--- src/rtl/fifo_rd_unpacker.sv ---
// Read-side FIFO consumer: pops DATASIZE-bit entries and packs LANES of them
// into one wide word handed to a valid/ready sink, with flush of partial words.
module fifo_rd_unpacker #(
    parameter int DATASIZE = 8,
    parameter int LANES    = 4,
    parameter int CNTW     = 3
) (
    input  logic                        i_rd_clk,
    input  logic                        i_rd_rst_n,
    input  logic                        i_empty,
    input  logic [DATASIZE-1:0]         i_rd_data,
    output logic                        o_rd_en,
    output logic [DATASIZE*LANES-1:0]   o_word,
    output logic [CNTW-1:0]             o_word_bytes,
    output logic                        o_word_valid,
    input  logic                        i_word_ready,
    input  logic                        i_flush,
    output logic                        o_flush_done
);

    localparam int WORDW = DATASIZE * LANES;
    localparam logic [CNTW-1:0]  CNT_ZERO  = {CNTW{1'b0}};
    localparam logic [CNTW-1:0]  CNT_ONE   = {{(CNTW-1){1'b0}}, 1'b1};
    localparam logic [CNTW-1:0]  CNT_LANES = CNTW'(LANES);
    localparam logic [WORDW-1:0] WORD_ZERO = {WORDW{1'b0}};

    typedef enum logic [1:0] {
        S_FILL  = 2'd0,
        S_HOLD  = 2'd1,
        S_FLUSH = 2'd2
    } state_t;

    state_t            state_r, state_s;
    logic [WORDW-1:0]  acc_r, acc_s;
    logic [CNTW-1:0]   acc_cnt_r, acc_cnt_s;
    logic              inflight_r;
    logic              flush_pend_r, flush_pend_s;
    logic [WORDW-1:0]  word_s;
    logic [CNTW-1:0]   bytes_s;
    logic              valid_s;
    logic              done_s;
    logic [CNTW-1:0]   lane_s;
    logic              out_free_s;
    logic              pop_s;

    // acc_cnt counts issued pops, so the landing lane lags it by the in-flight byte
    assign lane_s     = acc_cnt_r - {{(CNTW-1){1'b0}}, inflight_r};
    assign out_free_s = ~o_word_valid | i_word_ready;
    assign pop_s      = i_rd_rst_n & ~i_empty & (state_r == S_FILL) &
                        (acc_cnt_r < CNT_LANES) & ~flush_pend_r & ~i_flush;
    assign o_rd_en    = pop_s;

    // Next-state, accumulator and output-word computation
    always_comb begin
        state_s      = state_r;
        acc_s        = acc_r;
        acc_cnt_s    = acc_cnt_r;
        flush_pend_s = flush_pend_r | i_flush;
        word_s       = o_word;
        bytes_s      = o_word_bytes;
        valid_s      = o_word_valid & ~i_word_ready;
        done_s       = 1'b0;

        // Landing byte is merged here so a completing word can bypass it out
        if (inflight_r) begin
            acc_s[lane_s*DATASIZE +: DATASIZE] = i_rd_data;
        end else begin
            acc_s = acc_r;
        end

        if (pop_s) begin
            acc_cnt_s = acc_cnt_r + CNT_ONE;
        end else begin
            acc_cnt_s = acc_cnt_r;
        end

        case (state_r)
            S_FILL: begin
                if (acc_cnt_r == CNT_LANES) begin
                    if (out_free_s) begin
                        word_s    = acc_s;
                        bytes_s   = CNT_LANES;
                        valid_s   = 1'b1;
                        acc_s     = WORD_ZERO;
                        acc_cnt_s = CNT_ZERO;
                    end else begin
                        state_s = S_HOLD;
                    end
                end else if (flush_pend_s) begin
                    state_s = S_FLUSH;
                end else begin
                    state_s = S_FILL;
                end
            end
            S_HOLD: begin
                if (out_free_s) begin
                    word_s    = acc_s;
                    bytes_s   = CNT_LANES;
                    valid_s   = 1'b1;
                    acc_s     = WORD_ZERO;
                    acc_cnt_s = CNT_ZERO;
                    state_s   = S_FILL;
                end else begin
                    state_s = S_HOLD;
                end
            end
            S_FLUSH: begin
                if (acc_cnt_r == CNT_ZERO) begin
                    done_s       = 1'b1;
                    flush_pend_s = 1'b0;
                    state_s      = S_FILL;
                end else if (out_free_s) begin
                    // Unused upper lanes are already zero since the accumulator clears on every load
                    word_s       = acc_s;
                    bytes_s      = acc_cnt_r;
                    valid_s      = 1'b1;
                    done_s       = 1'b1;
                    acc_s        = WORD_ZERO;
                    acc_cnt_s    = CNT_ZERO;
                    flush_pend_s = 1'b0;
                    state_s      = S_FILL;
                end else begin
                    state_s = S_FLUSH;
                end
            end
            default: begin
                state_s = S_FILL;
            end
        endcase
    end

    // State, accumulator and output registers with synchronous reset
    always_ff @(posedge i_rd_clk) begin
        if (!i_rd_rst_n) begin
            state_r      <= S_FILL;
            acc_r        <= WORD_ZERO;
            acc_cnt_r    <= CNT_ZERO;
            inflight_r   <= 1'b0;
            flush_pend_r <= 1'b0;
            o_word       <= WORD_ZERO;
            o_word_bytes <= CNT_ZERO;
            o_word_valid <= 1'b0;
            o_flush_done <= 1'b0;
        end else begin
            state_r      <= state_s;
            acc_r        <= acc_s;
            acc_cnt_r    <= acc_cnt_s;
            inflight_r   <= pop_s;
            flush_pend_r <= flush_pend_s;
            o_word       <= word_s;
            o_word_bytes <= bytes_s;
            o_word_valid <= valid_s;
            o_flush_done <= done_s;
        end
    end

endmodule

--- config.mk ---
export PLATFORM = sky130hd
export DESIGN_NAME = fifo_rd_unpacker
export DESIGN_NICKNAME = d
export VERILOG_FILES = /design/src/rtl/fifo_rd_unpacker.sv
export SDC_FILE = /design/constraint.sdc
export NUM_CORES = 1
export LEC_CHECK = 0
export ABC_AREA = 1
export CAP_MARGIN = 30
export CORE_ASPECT_RATIO = 0.8
export CORE_MARGIN = 10
export CORE_UTILIZATION = 50
export DETAILED_ROUTE_END_ITERATION = 8
export GPL_TIMING_DRIVEN = 1
export PLACE_DENSITY = 0.75
export SLEW_MARGIN = 20
export SYNTH_ARGS = -nofsm -noshare
export SYNTH_HDL_FRONTEND = slang
export SYNTH_SLANG_ARGS = --single-unit
--- constraint.sdc ---
create_clock -name i_rd_clk -period 2.5 [get_ports i_rd_clk]
set_clock_uncertainty 0.05 [all_clocks]
set_input_delay 0.625 -clock i_rd_clk [delete_from_list [all_inputs] [get_ports i_rd_clk]]
set_output_delay 0.625 -clock i_rd_clk [all_outputs]
set_load 0.01 [all_outputs]
# Yosys cells after proc, flatten, opt, wreduce, memory -nomap -nowiden
# Cells that the tools add are included.
[totals]
reg_bits = 76
inputBits = 13
out_inout_bits = 38
[classes]
n_addsub = 3
eq_ne = 7
n_bitwise = 13
reduce_logical = 6
n_lt_le_gt_ge = 1
shift = 2
n_mux = 36
[op_table]
columns = ["cell", "count"]
rows = [
  ["two-way mux 32 bit", 7],
  ["case mux 32 bit (3 select lines)", 2],
  ["negation 6 -> 34 bit", 1],
  ["variable shift 8 x 34 -> 32 bit (first input constant)", 1],
  ["variable part select 8 x 34 -> 32 bit", 1],
  ["bitwise mux 32 bit", 1],
  ["two-way mux 3 bit", 8],
  ["case mux 3 bit (3 select lines)", 2],
  ["two-way mux 2 bit", 5],
  ["two-way mux 1 bit", 9],
  ["AND 1 bit", 6],
  ["case mux 2 bit (3 select lines)", 1],
  ["inverter 1 bit", 5],
  ["!= test 2 bit (second input constant)", 2],
  ["AND reduction 4 bit", 1],
  ["adder 3 x 1 -> 3 bit (second input constant)", 1],
  ["equality test 3 bit (second input constant)", 1],
  ["zero test 3 bit", 1],
  ["< comparator 3 bit (second input constant)", 1],
  ["!= test 3 bit (second input constant)", 1],
  ["case mux 1 bit (3 select lines)", 1],
  ["AND reduction 3 bit", 1],
  ["nonzero test 3 bit", 1],
  ["subtractor 3 x 1 -> 3 bit", 1],
  ["other kinds (6)", 7],
]

# Longest topological paths before layout
[depth]
word_depth = 10
depth_mapped = 15

# Worst setup path before layout
# No wires, ideal clock.
[synth_timing]
path_kind = "register -> register"
from = "reg acc_cnt_r[0]"
to = "reg o_word[0]"
stages_incl_launch_ff = 14
path_buffers = 0
t_required_ps = 2338
t_arrival_ps = 2118
slack_ps = 220
synth_period_minus_slack_ps = 2280
cell_sequence = "dfxtp_1 > inv_1 > ha_1 > ha_1 > ha_1 > ha_1 > inv_1 > nand2_1 > nor2_2 > nand3_2 > nand2_1 > nand2_1 > nand2_1 > nand2_1"
[synth_between]
elab_chain_len = 8
[synth_lines]
columns = ["element", "line_no", "text"]
rows = [
  ["from (decl)", "35", "logic [CNTW-1:0] acc_cnt_r, acc_cnt_s;"],
  ["from (signal assigned)", "147", "acc_cnt_r <= acc_cnt_s;"],
  ["subtractor 3 x 1 -> 3 bit", "47", "assign lane_s = acc_cnt_r - {{(CNTW-1){1'b0}}, inflight_r};"],
  ["negation 6 -> 34 bit", "66", "acc_s[lane_s*DATASIZE +: DATASIZE] = i_rd_data;"],
  ["variable part select 8 x 34 -> 32 bit or variable shift 8 x 34 -> 32 bit (tied branches)", "66", ""],
  ["bitwise mux 32 bit", "66", ""],
  ["two-way mux 32 bit", "65", "if (inflight_r) begin"],
  ["two-way mux 32 bit", "80, 96, 112", ""],
  ["two-way mux 32 bit, on equally long branches", "108, 79", ""],
  ["case mux 32 bit (3 select lines)", "77", "case (state_r)"],
  ["to (signal assigned)", "150", "o_word <= word_s;"],
  ["to (decl)", "13", "output logic [DATASIZE*LANES-1:0] o_word,"],
]
# Parallel ways exist; a longest one is shown, timed or not. The select of a mux whose other input is x is not followed.
# A chain may end at the register's enable or synchronous reset.

# Worst setup path after layout
[layout_timing]
from = "reg acc_cnt_r[0]"
to = "reg o_word[26]"
# The elaborated chain is that of the path after synthesis.

==> impl_results.md <==
- Die area: 0.0100 mm²
- Initial Utilization: 50.9%
- Max_slew headroom: 79.4%
- Maximum net fanout on the critical path: 7
- Top layer in use: met4
- Final instance area: 0.00407 mm²
- Area growth from synthesis to layout: 26.6%
- Routed vias: 2786
- Placed cell count: 554
- Req. time, crit path: 2700 ps
- CP max stage cell: dfxtp_1
- CP Buf/Inv Count: 3
- Post-DP HPWL: 5150 µm
- Mean Syn Cell Area: 7.76 µm²
- Worst Setup Start Kind: flop
- Vias in the first global route: 2603
- Routed length per instance: 12.6 µm
- Final setup vio count: 0
- Hold Startpoint: o_word[28]$_SDFFE_PN0P_
- Post-Route WL: 7170 µm
- CORE AREA: 0.00631 mm²
- Register area share after synthesis: 47.4%
- Critical path, cell by cell: inv_1 -> ha_1 -> ha_1 -> ha_1 -> ha_4 -> inv_2 -> nand2_2 -> buf_4 -> o21ai_0 -> nand2_1 -> nand2_1 -> nand2_1
- Yosys top cell by area: dfxtp_1
- Peak VDD IR: 0.513 mV
- Fmax: 423 MHz
- Row Count: 26
- Post-CTS Repair Setup Buffers: 0
- DRT iter0 DRCs: 135
- Largest delay share family, worst path: adder cells
- Worst Tran Pin Value: 307 ps
- Clock Power Share: 36.8%
- Non-filler instance count after layout: 571
- Power density over cell area: 570 mW/mm²
- First-pass GRT wire length: 12000 µm
- CP Class: reg -> reg
- Commonest non-fill, non-tap cell in the layout: nand2_1
- Status: completed
- Most frequent cells in the layout: nand2_1 (164), dfxtp_1 (76), clkdlybuf4s50_1 (49), inv_1 (29), nor2_1 (18)
- Cell Area, Synth: 0.00321 mm²
- Gate power share: 10.3%
- Final period util: 94.5%
- # clock sinks: 76
- Max clock buf depth: 2
- Post-DRT Antenna Nets: 0
- Fillers: 571
- Critical Path AT: 2560 ps
- Routed wl met3: 581 µm
- R2r startpoint: acc_cnt_r[0]$_SDFF_PN0_
- Number of CTS-inserted buffers: 9
- Worst skew pair latency: 350 ps
- CTS tree: yes
- Part of the power in registers: 52.9%
- Yosys cell types: 28
- GR Util All Layers: 14.5%
- Antenna violations before repair: 0
- Post-layout min period: 2360 ps
- Sw Ratio: 27.5%
- Register Area: 0.00152 mm²
- Worst Hold Class: reg -> reg
- Largest net degree at the start of global routing: 35
- Root buffer cell: clkbuf_8
- Fin nets: 501
- Post-DP Area: 0.00384 mm²
- Post-CTS Hold Fix Bufs: 0
- DRC viols: 0
- Die H: 91.7 µm
- PortBufs: 50
- Ranking of synthesized cells by area: dfxtp_1 (47%), nand2_1 (19%), inv_1 (3.4%)
- Synth Register Bits: 76
- Worst setup EP type: flop
- Net switching power: 0.638 mW
- Share of layout cells above drive strength 1: 16.0%
- Fin util: 64.4%
- Total global routing overflow: 0
- Multi-input logic area: 0.00147 mm²
- CTS H-tree lvls: 3
- Final Wtd Congestion: 0.894
- Int Power: 1.68 mW
- Routed met2 length: 3280 µm
- Max-cap violation count: 0
- Worst-path clk slew: 80 ps
- Critical Path Start: acc_cnt_r[0]$_SDFF_PN0_
- Number of antenna repair diodes: 0
- Area share of the largest cell type after synthesis: 47.4%
- CP peak stage delay: 340 ps
- Syn_nets: 433
- Hold_ws: 398 ps
- I/O pin total: 51
- Met1 WL: 3210 µm
- Via density: 4.88
- Max Slew Vio Count: 0
- First drt pass iteration count: 4
- Synth Instances: 414
- Syn. warnings: 0
- Final Hold Fails: 0
- Die W: 110 µm
- Pleak: 1.82 nW
## cell usage after synthesis (all sizes together)
cell type / instances
a211oi: 1
a21oi: 26
and2: 7
buf: 12
clkinv: 1
dfxtp: 76
ha: 6
inv: 33
nand2: 169
nand3: 16
nand4: 17
nor2: 34
nor3: 1
o211ai: 2
o21a: 1
o21ai: 11
o22ai: 1
## through the flow
step / power (mW) / setup WS [ps] / TNS, ps
final: 2.32 / 138 / 0
after floorplan: 1.41 / 220 / 0
after CTS: 2.33 / 9.89 / 0
after global routing: 2.42 / -5.40 / -5.40
after global placement: 1.47 / -236 / -236
after detailed placement: 1.48 / -253 / -253
## worst paths after layout
kind                        endpoint  slack, ps  cells after the start
max          o_word[26]$_SDFFE_PN0P_        140                     12
min          o_word[28]$_SDFFE_PN0P_        400                      2
max reg2reg  o_word[26]$_SDFFE_PN0P_        140                     12
min reg2reg  o_word[28]$_SDFFE_PN0P_        400                      2
## sequential cells by signal (all words and copies together), names as in the netlist
register      count
state_r           2
o_word_valid      1
acc_cnt_r         3
inflight_r        1
o_flush_done      1
o_word_bytes      3
acc_r            32
flush_pend_r      1
o_word           32
## tightest hold or removal path, cell delays in order, from the launching register on
cell,delay (ps)
dfxtp_1,320
nand2_1,60
nand2_1,40
## power by group through the flow
stage | registers (mW) | clock network [mW] | logic [mW]
2_1_floorplan | 1.26 | 0 | 0.155
3_3_place_gp | 1.25 | 0 | 0.218
3_5_place_dp | 1.25 | 0 | 0.224
4_1_cts | 1.23 | 0.877 | 0.225
5_1_grt | 1.23 | 0.932 | 0.264
6_report | 1.23 | 0.852 | 0.239
## repair_timing
item / in CTS / in global routing
cloned: 0 / 1
pin swaps: 0 / 1
setup endpoints to repair: 1 / 37
resized for setup: 1 / 12
## kinds of logic after synthesis
logic type,Yosys count,share of synthesized area [%]
buf+inv,46,8.26
compound gates,42,8.18
flops,76,47.4
fa+ha+maj,6,2.34
simple gates,244,33.9
## layout make-up
| class | count | area share [%] |
|---|---|---|
| flip-flops and latches | 76 | 37.4 |
| clock buffers | 9 | 3.05 |
| repair buffers | 68 | 16.1 |
| well taps | 84 | 2.58 |
| clock inverters | 7 | 1.45 |
| multi-input cells | 293 | 36.2 |
| inverters | 34 | 3.14 |
## layer usage
layer | vias to the layer above | global-route usage [%]
li1 | 1451 | -
met1 | 1254 | 18.3
met2 | 69 | 22.5
met3 | 12 | 6.08
met4 | 0 | 2.81
met5 | - | 0
Power figures use the tool's default switching activity.
